**src/rtl/idp_radix_splitter_11_if.sv**
```systemverilog
// idp_radix_splitter_11_if
//   Bundles the word-input and digit-output handshakes of the radix splitter.
//
//   Handshake rule for both channels: a transfer happens on a rising clock edge
//   where valid and ready are both high. The producer holds valid and its
//   payload stable until that edge. The consumer may raise or lower ready at
//   any time. valid never depends combinationally on ready.
//
//   Signals:
//     in_valid / in_ready / in_data          : binary word channel (into block)
//     out_valid / out_ready / out_digit /
//     out_idx / out_last                     : base-RADIX digit channel (out of block)
//   Modports:
//     master : the environment side (drives words, accepts digits)
//     slave  : the splitter side
interface idp_radix_splitter_11_if #(
  parameter int IN_W  = 32,
  parameter int DIG_W = 14
);
  logic             in_valid;
  logic             in_ready;
  logic [IN_W-1:0]  in_data;
  logic             out_valid;
  logic             out_ready;
  logic [DIG_W-1:0] out_digit;
  logic [1:0]       out_idx;
  logic             out_last;

  modport master (
    output in_valid, in_data, out_ready,
    input  in_ready, out_valid, out_digit, out_idx, out_last
  );

  modport slave (
    input  in_valid, in_data, out_ready,
    output in_ready, out_valid, out_digit, out_idx, out_last
  );
endinterface

```
**src/rtl/idp_radix_splitter_11.sv**
```systemverilog
// idp_radix_splitter_11
//   Converts 32-bit binary words into NDIG base-RADIX digits, least significant
//   digit first, for the 11-TSV IDP encoder. Each digit comes from a bit-serial
//   restoring division of the running quotient by RADIX. One quotient bit is
//   produced per clock. The remainder is the digit, and the quotient is kept
//   for the next digit.
//
//   Ports:
//     clock     : rising-edge clock
//     reset     : synchronous, active-high
//     bus       : slave side of idp_radix_splitter_11_if (word in, digit out)
//     dbg_state : current FSM state (0 IDLE, 1 DIV, 2 EMIT)
//
//   All outputs are decoded from registered state only. in_valid and out_ready
//   never reach an output combinationally.
module idp_radix_splitter_11 #(
  parameter int IN_W  = 32,
  parameter int DIG_W = 14,
  parameter int RADIX = 10000,
  parameter int NDIG  = 3
) (
  input  logic                  clock,
  input  logic                  reset,
  idp_radix_splitter_11_if.slave bus,
  output logic [1:0]            dbg_state
);

  function automatic longint unsigned ipow(input longint unsigned b, input int e);
    longint unsigned r;
    r = 64'd1;
    for (int i = 0; i < e; i++) r = r * b;
    return r;
  endfunction

  // NDIG digits must be able to represent every IN_W-bit word.
  if (ipow(longint'(RADIX), NDIG) < (64'd1 << IN_W)) begin : g_bad_radix
    $error("idp_radix_splitter_11: RADIX**NDIG < 2**IN_W");
  end

  localparam int BCW = $clog2(IN_W);
  localparam logic [BCW-1:0]   LAST_BIT = BCW'(IN_W - 1);
  localparam logic [1:0]       LAST_IDX = 2'(NDIG - 1);
  localparam logic [DIG_W+1:0] RADIX_T  = (DIG_W + 2)'(RADIX);
  localparam logic [DIG_W:0]   RADIX_R  = (DIG_W + 1)'(RADIX);

  typedef enum logic [1:0] {
    S_IDLE = 2'd0,
    S_DIV  = 2'd1,
    S_EMIT = 2'd2
  } state_t;

  state_t state, state_nx;

  logic [IN_W-1:0]  acc;     // dividend, becomes the quotient as bits shift in
  logic [DIG_W:0]   rem;     // partial remainder, always < RADIX between steps
  logic [1:0]       idx;     // digit being produced
  logic [BCW-1:0]   bitcnt;  // division step within the current digit

  logic [DIG_W+1:0] t;
  logic             qbit;
  logic [DIG_W:0]   diff;
  logic [DIG_W:0]   rem_nx;
  logic             is_last;

  // One restoring-division step. rem < RADIX, so t < 2*RADIX. The subtraction
  // therefore fits in rem's width whenever it is taken.
  always_comb begin
    t      = {rem, acc[IN_W-1]};
    qbit   = (t >= RADIX_T);
    diff   = t[DIG_W:0] - RADIX_R;
    rem_nx = qbit ? diff : t[DIG_W:0];
  end

  assign is_last = (idx == LAST_IDX);

  always_ff @(posedge clock) begin
    if (reset) state <= S_IDLE;
    else       state <= state_nx;
  end

  always_comb begin
    state_nx = state;
    case (state)
      S_IDLE:  if (bus.in_valid)        state_nx = S_DIV;
      S_DIV:   if (bitcnt == LAST_BIT)  state_nx = S_EMIT;
      S_EMIT:  if (bus.out_ready)       state_nx = is_last ? S_IDLE : S_DIV;
      default:                          state_nx = S_IDLE;
    endcase
  end

  always_ff @(posedge clock) begin
    if (reset) begin
      acc    <= '0;
      rem    <= '0;
      idx    <= '0;
      bitcnt <= '0;
    end else begin
      case (state)
        S_IDLE: begin
          if (bus.in_valid) begin
            acc    <= bus.in_data;
            rem    <= '0;
            idx    <= '0;
            bitcnt <= '0;
          end
        end
        S_DIV: begin
          acc    <= {acc[IN_W-2:0], qbit};
          rem    <= rem_nx;
          bitcnt <= bitcnt + BCW'(1);
        end
        S_EMIT: begin
          // acc already holds the quotient, which is the dividend for the next digit.
          if (bus.out_ready && !is_last) begin
            idx    <= idx + 2'd1;
            rem    <= '0;
            bitcnt <= '0;
          end
        end
        default: ;
      endcase
    end
  end

  // Payload is zeroed outside EMIT so that idle outputs are clean.
  assign bus.in_ready  = (state == S_IDLE);
  assign bus.out_valid = (state == S_EMIT);
  assign bus.out_digit = (state == S_EMIT) ? rem[DIG_W-1:0] : '0;
  assign bus.out_idx   = (state == S_EMIT) ? idx : 2'd0;
  assign bus.out_last  = (state == S_EMIT) && is_last;
  assign dbg_state     = state;

endmodule

```
**src/flat_wrapper.sv**
```systemverilog
// flat-port wrapper written by rule: the top's interface ports become plain ports
module idp_radix_splitter_11_flat 
#(
  parameter int IN_W  = 32,
  parameter int DIG_W = 14,
  parameter int RADIX = 10000,
  parameter int NDIG  = 3
)
  (clock, reset, dbg_state, bus_in_valid, bus_in_data, bus_out_ready, bus_in_ready, bus_out_valid, bus_out_digit, bus_out_idx, bus_out_last);
  idp_radix_splitter_11_if #(.IN_W(IN_W), .DIG_W(DIG_W)) bus_i ();
  input  logic clock;
  input  logic reset;
  output logic [1:0] dbg_state;
  input wire logic [$bits(bus_i.in_valid)-1:0] bus_in_valid;
  input wire logic [$bits(bus_i.in_data)-1:0] bus_in_data;
  input wire logic [$bits(bus_i.out_ready)-1:0] bus_out_ready;
  output wire logic [$bits(bus_i.in_ready)-1:0] bus_in_ready;
  output wire logic [$bits(bus_i.out_valid)-1:0] bus_out_valid;
  output wire logic [$bits(bus_i.out_digit)-1:0] bus_out_digit;
  output wire logic [$bits(bus_i.out_idx)-1:0] bus_out_idx;
  output wire logic [$bits(bus_i.out_last)-1:0] bus_out_last;
  assign bus_i.in_valid = bus_in_valid;
  assign bus_i.in_data = bus_in_data;
  assign bus_i.out_ready = bus_out_ready;
  assign bus_in_ready = bus_i.in_ready;
  assign bus_out_valid = bus_i.out_valid;
  assign bus_out_digit = bus_i.out_digit;
  assign bus_out_idx = bus_i.out_idx;
  assign bus_out_last = bus_i.out_last;
  idp_radix_splitter_11 #(.IN_W(IN_W), .DIG_W(DIG_W), .RADIX(RADIX), .NDIG(NDIG)) u_core (.clock(clock), .reset(reset), .bus(bus_i), .dbg_state(dbg_state));
endmodule
```
**config.mk**
```make
export PLATFORM = sky130hd
export DESIGN_NAME = idp_radix_splitter_11_flat
export DESIGN_NICKNAME = d
export VERILOG_FILES = /design/src/rtl/idp_radix_splitter_11_if.sv /design/src/rtl/idp_radix_splitter_11.sv /design/src/flat_wrapper.sv
export SDC_FILE = /design/constraint.sdc
export NUM_CORES = 1
export LEC_CHECK = 0
export BUFFER_PORTS_ARGS = -buffer_cell sky130_fd_sc_hd__buf_2
export CAP_MARGIN = 20
export CORE_MARGIN = 4
export CORE_UTILIZATION = 49
export DETAILED_ROUTE_END_ITERATION = 12
export PLACE_DENSITY = 0.75
export SYNTH_ARGS = -nofsm -noshare
export SYNTH_HDL_FRONTEND = slang
export SYNTH_SLANG_ARGS = --single-unit
export TNS_END_PERCENT = 20
```
**constraint.sdc**
```tcl
create_clock -name clock -period 2 [get_ports clock]
set_input_delay 0.2 -clock clock [delete_from_list [all_inputs] [get_ports clock]]
set_output_delay 0.2 -clock clock [all_outputs]
set_load 0.01 [all_outputs]
```
### Word level (Yosys, flattened, before mapping)

Index checks and enable logic that the tools add are counted.
W data, S select, Z words.

* magnitude comparators: 1
* reductions and logical operators: 11
* eq/ne operators: 8
* add/sub/neg operators: 3
* multiplexer cells: 19

Operators by type and width (number)
* $pmux W32 S2: 1
* $mux W15: 3
* $pmux W15 S3: 1
* $mux W32: 1
* $ge A16 B14 Y1 const B: 1
* $pmux W5 S3: 1
* $sub A15 B14 Y15 const B: 1
* $mux W14: 1
* $mux W2: 6
* $mux W5: 2
* $reduce_and A3 Y1: 3
* $pmux W2 S3: 1
* $add A5 B1 Y5 const B: 1
* $eq A5 B5 Y1 const B: 1
* $eq A2 B2 Y1 const B: 2
* $ne A2 B1 Y1 const B: 2
* $ne A2 B2 Y1 const B: 2
* $pmux W2 S2: 1
* $reduce_bool A2 Y1: 2
* $reduce_bool A3 Y1: 1
* $add A2 B1 Y2 const B: 1
* $eq A2 B1 Y1 const B: 1
* $logic_and A1 B1 Y1: 2
* $logic_not A2 Y1: 1
* other kinds (3): 3

* flip-flop bits (word level): 56
* bits of input ports: 36

### Depth between registers and ports, before layout

Gate-level depths: netlist of the first run.

* depth in word-level cells: 5
* gate-level depth with buffers: 7

### Worst setup path before layout of the first run

Ideal clock, no wire load.

* path kind: reg-to-reg
* from: register u_core.rem[3]
* to: register u_core.rem[13]
* stages on the path, launching flop included: 7
* path buffers: 0
* setup slack: 0.087 ns
* clock period less this slack: 1.913 ns
* arrival: 1.787 ns
* cells stage by stage: dfxtp_1 -> ha_1 -> or4b_4 -> or2_0 -> a311o_1 -> a32oi_1 -> nor2_1

* longest elaborated chain between the ends: 3

RTL lines
* from (decl): RTL line idp_radix_splitter_11.sv:55 `logic [DIG_W:0] rem;`
* from (signal assigned): RTL line idp_radix_splitter_11.sv:109 `rem <= rem_nx;`
* $sub A15 B14 Y15 or $ge A16 B14 Y1 (tied branches): RTL line idp_radix_splitter_11.sv:70, idp_radix_splitter_11.sv:69
* $mux W15 (*): RTL line idp_radix_splitter_11.sv:71 `rem_nx = qbit ? diff : t[DIG_W:0];`
* $pmux W15 S3 (*): RTL line idp_radix_splitter_11.sv:98 `case (state)`

Mark *: on every way between the ends. The rest lies on a longest branch, timed or not.
A chain may end at the register's enable or synchronous reset.

### Worst setup path after layout of the first run

Ends and elaborated chain as after synthesis.

==> results.py, run 1 <==
metrics = {
    "run_status": {
        "outcome": "completed",
    },
    "critical_path": {
        "critPathLaunchType": "flip-flop",
        "r2r_end": "u_core.rem[13]",
        "ff2ff_setup_slack_ns": 0.09,
        "arrival_ns": 2.12,
        "path_max_fanout": 4,
        "rr_worst_depth": 6,
        "r2r_start": "u_core.rem[3]",
        "required_ns": 2.21,
        "cp-end-kind": "flip-flop",
        "worstSetupPathType": "flip-flop to flip-flop",
    },
    "die": {
        "die_w_um": 84.0,
        "die_area_um2": 7060,
        "fp.dieH_um": 84.0,
        "pin_count": 57,
        "num_rows": 27,
        "core_area_um2": 5540,
        "initial_core_util_pct": 51.1,
    },
    "global_routing": {
        "use_met1_pct": 23.4,
        "met3_usage_pct": 4.34,
        "grt_pass1_wl_um": 10900,
        "grt_max_degree": 56,
        "track_usage_pct": 18.3,
        "busiest_layer": "met2",
        "met2_usage_pct": 30.7,
        "grt_pass1_vias": 2486,
        "grt_overflow": 0,
        "antenna_found_initial": 0,
    },
    "hold_path": {
        "hold-path-cell-count": 3,
        "hold_path_class": "primary input to flip-flop",
        "hp-start": "bus_in_data[9]",
        "hold_path_end": "u_core.acc[9]",
    },
    "drt": {
        "vias": 2629,
        "drc": 0,
        "wl_um": 6310,
        "wl_per_cell_um": 12.9,
        "first_pass_iters": 4,
        "vias_per_cell": 5.37,
        "drtIter0Drc": 169,
        "ant_nets": 0,
    },
    "finish": {
        "final_cell_mix": "67 x nor2_1, 63 x nand2_1, 56 x buf_2, 55 x dfxtp_1, 23 x a311oi_1",
        "drive_gt1_share_pct": 22.2,
        "finalNetCount": 458,
        "fin_cells": 490,
        "mostFrequentLayoutCell": "nor2_1",
        "syn_to_final_growth_pct": 17.5,
        "nFillCells": 534,
        "n_antenna_cell": 0,
    },
    "yosys": {
        "ys_seq_area_share_pct": 39.6,
        "ys_ff_latch": 56,
        "ys_types": 48,
        "syn_area_per_cell_um2": 7.72,
        "syn-num-nets": 408,
        "synth_area_um2": 2830,
        "synth_cells": 367,
        "ys_warn_count": 0,
        "synth_flop_cell": "dfxtp_1",
        "synth_edf_count": 0,
        "synthArstFlopShare_pct": 0,
    },
    "timing": {
        "max-slew-margin-rel_pct": 61.5,
        "drv_slew": 0,
        "setup_total_negative_slack_ns": 0,
        "finalClockSkew_ns": 0.00962,
        "fmax_mhz": 524,
        "final.min_clock_period_ns": 1.91,
        "setup_viol": 0,
        "rsz0062_at_grt": "no",
        "period_share_pct": 95.4,
        "worst_pin_slew_ns": 0.578,
        "hold_viol": 0,
    },
    "placed_design": {
        "gp_congestion": 0.866,
        "dp_cells": 482,
        "dp.final_hpwl_um": 4450,
        "numPortBuffers": 56,
    },
    "clocking": {
        "ctsHoldBuffers": 0,
        "cts_root_buffer": "clkbuf_8",
        "cts.sinks": 56,
        "clk_pin_slew_ns": 0.10,
        "clockBufferDepth": 2,
        "clkLatencyLatePin_ns": 0.32,
        "cts-buffers-inserted": 5,
        "h-tree-depth": 2,
        "cts_tree": "built",
    },
    "power_and_ir_drop": {
        "power_density_nw_per_um2": 684,
        "peakVddDrop_v": 0.000441,
        "p_leak_nw": 1.44,
    },
    "run": {
        "max_cap_violations": 0,
    },
}
-- power by group --
group	total [mW]	leakage, nW	internal, mW	switching, mW
sequential	1.22	0.460	1.18	0.0406
combinational	0.304	0.922	0.131	0.173
clock	0.752	0.0541	0.371	0.381
-- what timing repair did --
action,4_1_cts,5_1_grt
buffers inserted,0,0
resized for setup,0,5
endpoints found under the setup margin,0,24
-- critical path, stage by stage (launching register included) --
cell and delay, ns:
dfxtp_1 0.39, ha_1 0.15, or4b_4 0.46, or2_1 0.25, a311o_1 0.31, a32oi_1 0.18
nor2_1 0.05
-- cell usage after synthesis, drive strengths merged (5+ instances only) --
library cell	n	area share, %
nor2b	12	2.7
ha	5	2.2
a311oi	23	7.1
nand3	7	1.2
and2	17	3.8
nand2	63	8.3
clkbuf	23	3.4
nor2	68	9.1
nor3	13	2.3
dfxtp	56	40
buf	5	1.1
a21oi	16	2.8
inv	5	0.66
a22o	7	2.2
xnor2	7	2.2
-- logic make-up (layout without fill, tap and decap cells) --
family	count (synthesis)	in the layout	synth area share, %
AO/OA/AOI/OAI	64	64	17.4
XOR/XNOR	9	9	2.78
buffers and inverters	34	85	5.70
flip-flops	56	56	39.6
AND/OR/NAND/NOR	198	198	32.0
multiplexers	1	1	0.353
adder cells (fa/ha/maj)	5	5	2.21
-- final cells by class --
type / instances / area [um^2] / area share (%)
Multi-Input combinational cell: 277 / 1560 / 46.9
Sequential cell: 56 / 1120 / 33.7
Timing Repair Buffer: 72 / 425 / 12.8
Tap cell: 72 / 90.1 / 2.71
Clock buffer: 5 / 68.8 / 2.07
Clock inverter: 3 / 42.5 / 1.28
Inverter: 5 / 18.8 / 0.564
-- routing by layer --
| layer | routed length [um] | vias up | share of wire [%] |
|---|---|---|---|
| li1 | - | 1359 | - |
| met1 | 2960 | 1198 | 47 |
| met2 | 2950 | 66 | 47 |
| met3 | 332 | 6 | 5.3 |
| met4 | 70 | 0 | 1.1 |
| met5 | 0 | - | 0 |
-- state kept, by name, summed over array words and instances (netlist names) --
signal,flops
u_core.rem,15
u_core.idx,2
u_core.bitcnt,5
u_core.dbg_state,2
u_core.acc,32
-- stage by stage --
| step | power [mW] | worst slack, ns | instance area [um^2] | hold WS (ns) | utilization (%) |
|---|---|---|---|---|---|
| 4_1_cts | 2.30 | 0.0235 | 3320 | 0.126 | 59.9 |
| 5_1_grt | 2.40 | 0.00120 | 3330 | 0.133 | 60.1 |
| 2_1_floorplan | 1.45 | 0.0868 | 2830 | 0.360 | - |
| 6_report | 2.28 | 0.0917 | 3330 | 0.132 | 60.1 |
| 3_5_place_dp | 1.55 | 0.0424 | 3210 | 0.471 | 57.9 |
| 3_3_place_gp | 1.54 | 0.109 | 3210 | 0.460 | 57.9 |
-- worst max path at each step --
stage               cells past startpoint           from  slack [ns]        endpoint
detailed placement                      7  u_core.rem[4]        0.04  u_core.rem[13]
global placement                        7  u_core.rem[4]        0.11  u_core.rem[13]
global route                            7  u_core.rem[4]       0.001   u_core.rem[4]
floorplan                               6  u_core.rem[3]        0.09  u_core.rem[13]
finish                                  6  u_core.rem[3]        0.09  u_core.rem[13]
CTS                                     7  u_core.rem[4]        0.02  u_core.rem[13]
(Power assumes the default switching activity.)
==> run 2, diff against run 1 <==
Settings changed: ABC_AREA from default to 1, PLACE_DENSITY 0.75 to 0.76.
==> run 2 against run 1 <==
Via count rose by 1.9%. Clock power shrank 21%. Area after synthesis down 5.7%. Sequential power is 14% higher. Combinational power grew to 2.7 times the previous value. Critical path depth did not move. Worst setup slack improved by 0.22 ns. First-iteration DRC count fell by 3.6%. Clock skew increased by 0.0032 ns. Non-clock buffer count decreased by 8. Critical path type unchanged. Largest power group unchanged. Highest routed layer unchanged.
==> results.py, run 2 <==
metrics = {
    "run_status": {
        "outcome": "completed",
    },
    "finish": {
        "regMostFlops": "u_core.acc",
        "final_cell_mix": "61 x nand2_1, 56 x buf_2, 56 x dfxtp_1, 51 x a21oi_1",
        "n_antenna_cell": 0,
        "finalNetCount": 464,
        "finish.utilization_pct": 59.2,
        "mostFrequentLayoutCell": "nand2_1",
        "syn_to_final_growth_pct": 15.4,
        "drive_gt1_share_pct": 18.7,
        "nFillCells": 502,
        "largest_reg_flops": 32,
        "largest_registers": "u_core.acc: 32 flops, u_core.rem: 15 flops, u_core.bitcnt: 5 flops",
    },
    "timing": {
        "rsz0062_at_grt": "no",
        "max-slew-margin-rel_pct": 41.7,
        "fmax_mhz": 593,
        "setup_total_negative_slack_ns": 0,
        "finalClockSkew_ns": 0.0128,
        "period_share_pct": 84.3,
        "final.min_clock_period_ns": 1.69,
        "worst_pin_slew_ns": 0.874,
        "hold_viol": 0,
        "drv_slew": 0,
        "setup_viol": 0,
    },
    "global_routing": {
        "grt_pass1_vias": 2595,
        "antenna_found_initial": 0,
        "grt_overflow": 0,
        "grt_pass1_wl_um": 11000,
        "track_usage_pct": 20.4,
        "grt_max_degree": 38,
    },
    "critical_path": {
        "critPathLaunch": "u_core.idx[0]",
        "r2r_start": "u_core.idx[0]",
        "required_ns": 2.20,
        "rr_worst_depth": 6,
        "ff2ff_setup_slack_ns": 0.31,
        "cp-end-kind": "flip-flop",
        "arrival_ns": 1.89,
        "timing.critical_path.to": "u_core.bitcnt[2]",
        "critPathLaunchType": "flip-flop",
        "r2r_end": "u_core.bitcnt[2]",
        "path_max_fanout": 18,
        "worstSetupPathType": "flip-flop to flip-flop",
    },
    "die": {
        "num_rows": 26,
        "die_w_um": 81.8,
        "fp.dieH_um": 81.8,
        "die_area_um2": 6700,
        "core_area_um2": 5200,
        "pin_count": 57,
        "initial_core_util_pct": 51.3,
    },
    "yosys": {
        "synth.most_common_cell": "nand2_1",
        "synth_area_leader_cell": "dfxtp_1",
        "ys_seq_area_share_pct": 42.0,
        "ys_types": 25,
        "syn-num-nets": 418,
        "synth_edf_count": 0,
        "syn_area_per_cell_um2": 7.09,
        "synth_area_leaders": "dfxtp_1 42%, a21oi_1 9.6%, nand2_1 8.7%",
        "synth_cells": 377,
        "ys_ff_latch": 56,
        "synth_common_cells": "62 x nand2_1, 56 x dfxtp_1, 51 x a21oi_1",
        "synth_area_um2": 2670,
        "ys_warn_count": 0,
        "synthDominantCellAreaShare_pct": 42.0,
        "synthArstFlopShare_pct": 0,
        "synth_flop_cell": "dfxtp_1",
    },
    "drt": {
        "vias_per_cell": 5.43,
        "drc": 0,
        "wl_per_cell_um": 12.7,
        "drtIter0Drc": 163,
        "ant_nets": 0,
        "vias": 2678,
        "wl_um": 6260,
        "first_pass_iters": 4,
    },
    "clocking": {
        "clkLatencyLatePin_ns": 0.30,
        "cts-buffers-inserted": 5,
        "clockBufferDepth": 2,
        "clk_pin_slew_ns": 0.10,
        "h-tree-depth": 2,
        "cts_tree": "built",
        "cts.sinks": 56,
        "cts_root_buffer": "clkbuf_8",
    },
    "power_and_ir_drop": {
        "p_int_mw": 1.83,
        "p_seq_share_pct": 49.4,
        "peakVddDrop_v": 0.000468,
        "p_switching_mw": 0.982,
        "p_clk_share_pct": 21.0,
        "p_total_mw": 2.81,
        "netSwitchingFraction_pct": 34.9,
        "combinationalPowerShare_pct": 29.6,
        "power_density_nw_per_um2": 913,
        "p_leak_nw": 1.32,
    },
    "run": {
        "max_cap_violations": 0,
    },
    "placed_design": {
        "dp.final_hpwl_um": 4390,
        "gp_congestion": 0.854,
        "numPortBuffers": 56,
    },
    "hold_path": {
        "hold_path_class": "primary input to flip-flop",
    },
}
[run 2: cell types whose count changed after synthesis, moves of 9 or more]
cell	before	now
nor2b_1	12	0
nor3_1	13	4
o21ai_0	2	32
nand3_1	7	29
a311oi_1	23	0
inv_1	5	28
nor2_1	67	33
a21oi_1	16	51
and2_1	16	0
o22ai_1	0	31
[run 2: stage by stage]
stage | worst slack, ns | std cells | cell area, um^2 | hold slack, ns
global route | 0.0883 | 493 | 3080 | 0.188
global placement | 0.286 | 486 | 3000 | 0.455
CTS | 0.209 | 493 | 3080 | 0.182
finish | 0.314 | 493 | 3080 | 0.187
floorplan | 0.513 | 377 | 2670 | 0.387
detailed placement | 0.225 | 486 | 3000 | 0.469
[run 2: critical path, cell delays in order, from the launching register on]
cell and delay, ns:
dfxtp_1 0.35, inv_1 0.08, ha_1 0.25, o31ai_4 0.41, inv_2 0.23, nor3_1 0.19, nor3_1 0.06
[run 2: worst min path at each step]
stage / cells past startpoint / startpoint / slack [ns] / endpoint
2_1_floorplan: 2 / bus_in_data[0] / 0.39 / u_core.acc[0]
3_3_place_gp: 2 / u_core.bitcnt[4] / 0.45 / u_core.bitcnt[4]
4_1_cts: 3 / bus_in_data[24] / 0.18 / u_core.acc[24]
5_1_grt: 3 / bus_in_data[28] / 0.19 / u_core.acc[28]
6_report: 3 / bus_in_data[24] / 0.19 / u_core.acc[24]
3_5_place_dp: 2 / u_core.rem[4] / 0.47 / u_core.rem[4]
[run 2: layout make-up]
cell class / instances / area, um^2 / share of cell area, %
Inverter: 32 / 120 / 3.90
Multi-Input combinational cell: 264 / 1330 / 43.2
Sequential cell: 56 / 1120 / 36.4
Clock buffer: 5 / 68.8 / 2.23
Clock inverter: 2 / 12.5 / 0.406
Timing Repair Buffer: 64 / 340 / 11.0
Tap cell: 70 / 87.6 / 2.84
[run 2: what timing repair did]
| item | 4_1_cts | 5_1_grt |
|---|---|---|
| hold buffers | 0 | 0 |
| setup endpoints to repair | 0 | 2 |
| gates resized for setup | 0 | 1 |
| buffers inserted | 0 | 0 |
[run 2: routing by layer]
metal / vias up / GRT usage [%] / part of all wire (%) / wire length (um)
li1: 1383 / - / - / -
met1: 1236 / 24.8 / 45 / 2830
met2: 52 / 36.3 / 49 / 3090
met3: 7 / 4.06 / 4.3 / 266
met4: 0 / 5.98 / 1.0 / 63
met5: - / 0 / 0 / 0
[run 2: power by group through the flow]
stage	logic (mW)	registers, mW	clock network [mW]
2_1_floorplan	0.641	1.39	0
3_3_place_gp	0.817	1.41	0
3_5_place_dp	0.831	1.41	0
4_1_cts	0.834	1.39	0.617
5_1_grt	0.955	1.41	0.661
6_report	0.833	1.39	0.591
[run 2: kinds of logic (layout without fill, tap and decap cells)]
group / Yosys count / after routing / share of synthesized area, %
and+or+nand+nor: 131 / 131 / 20.2
AOI/OAI and AO/OA: 125 / 125 / 25.9
buffers and inverters: 57 / 103 / 8.52
DFF: 56 / 56 / 42.0
adders and majority gates: 5 / 5 / 2.34
xor gates and xnor gates: 3 / 3 / 0.984
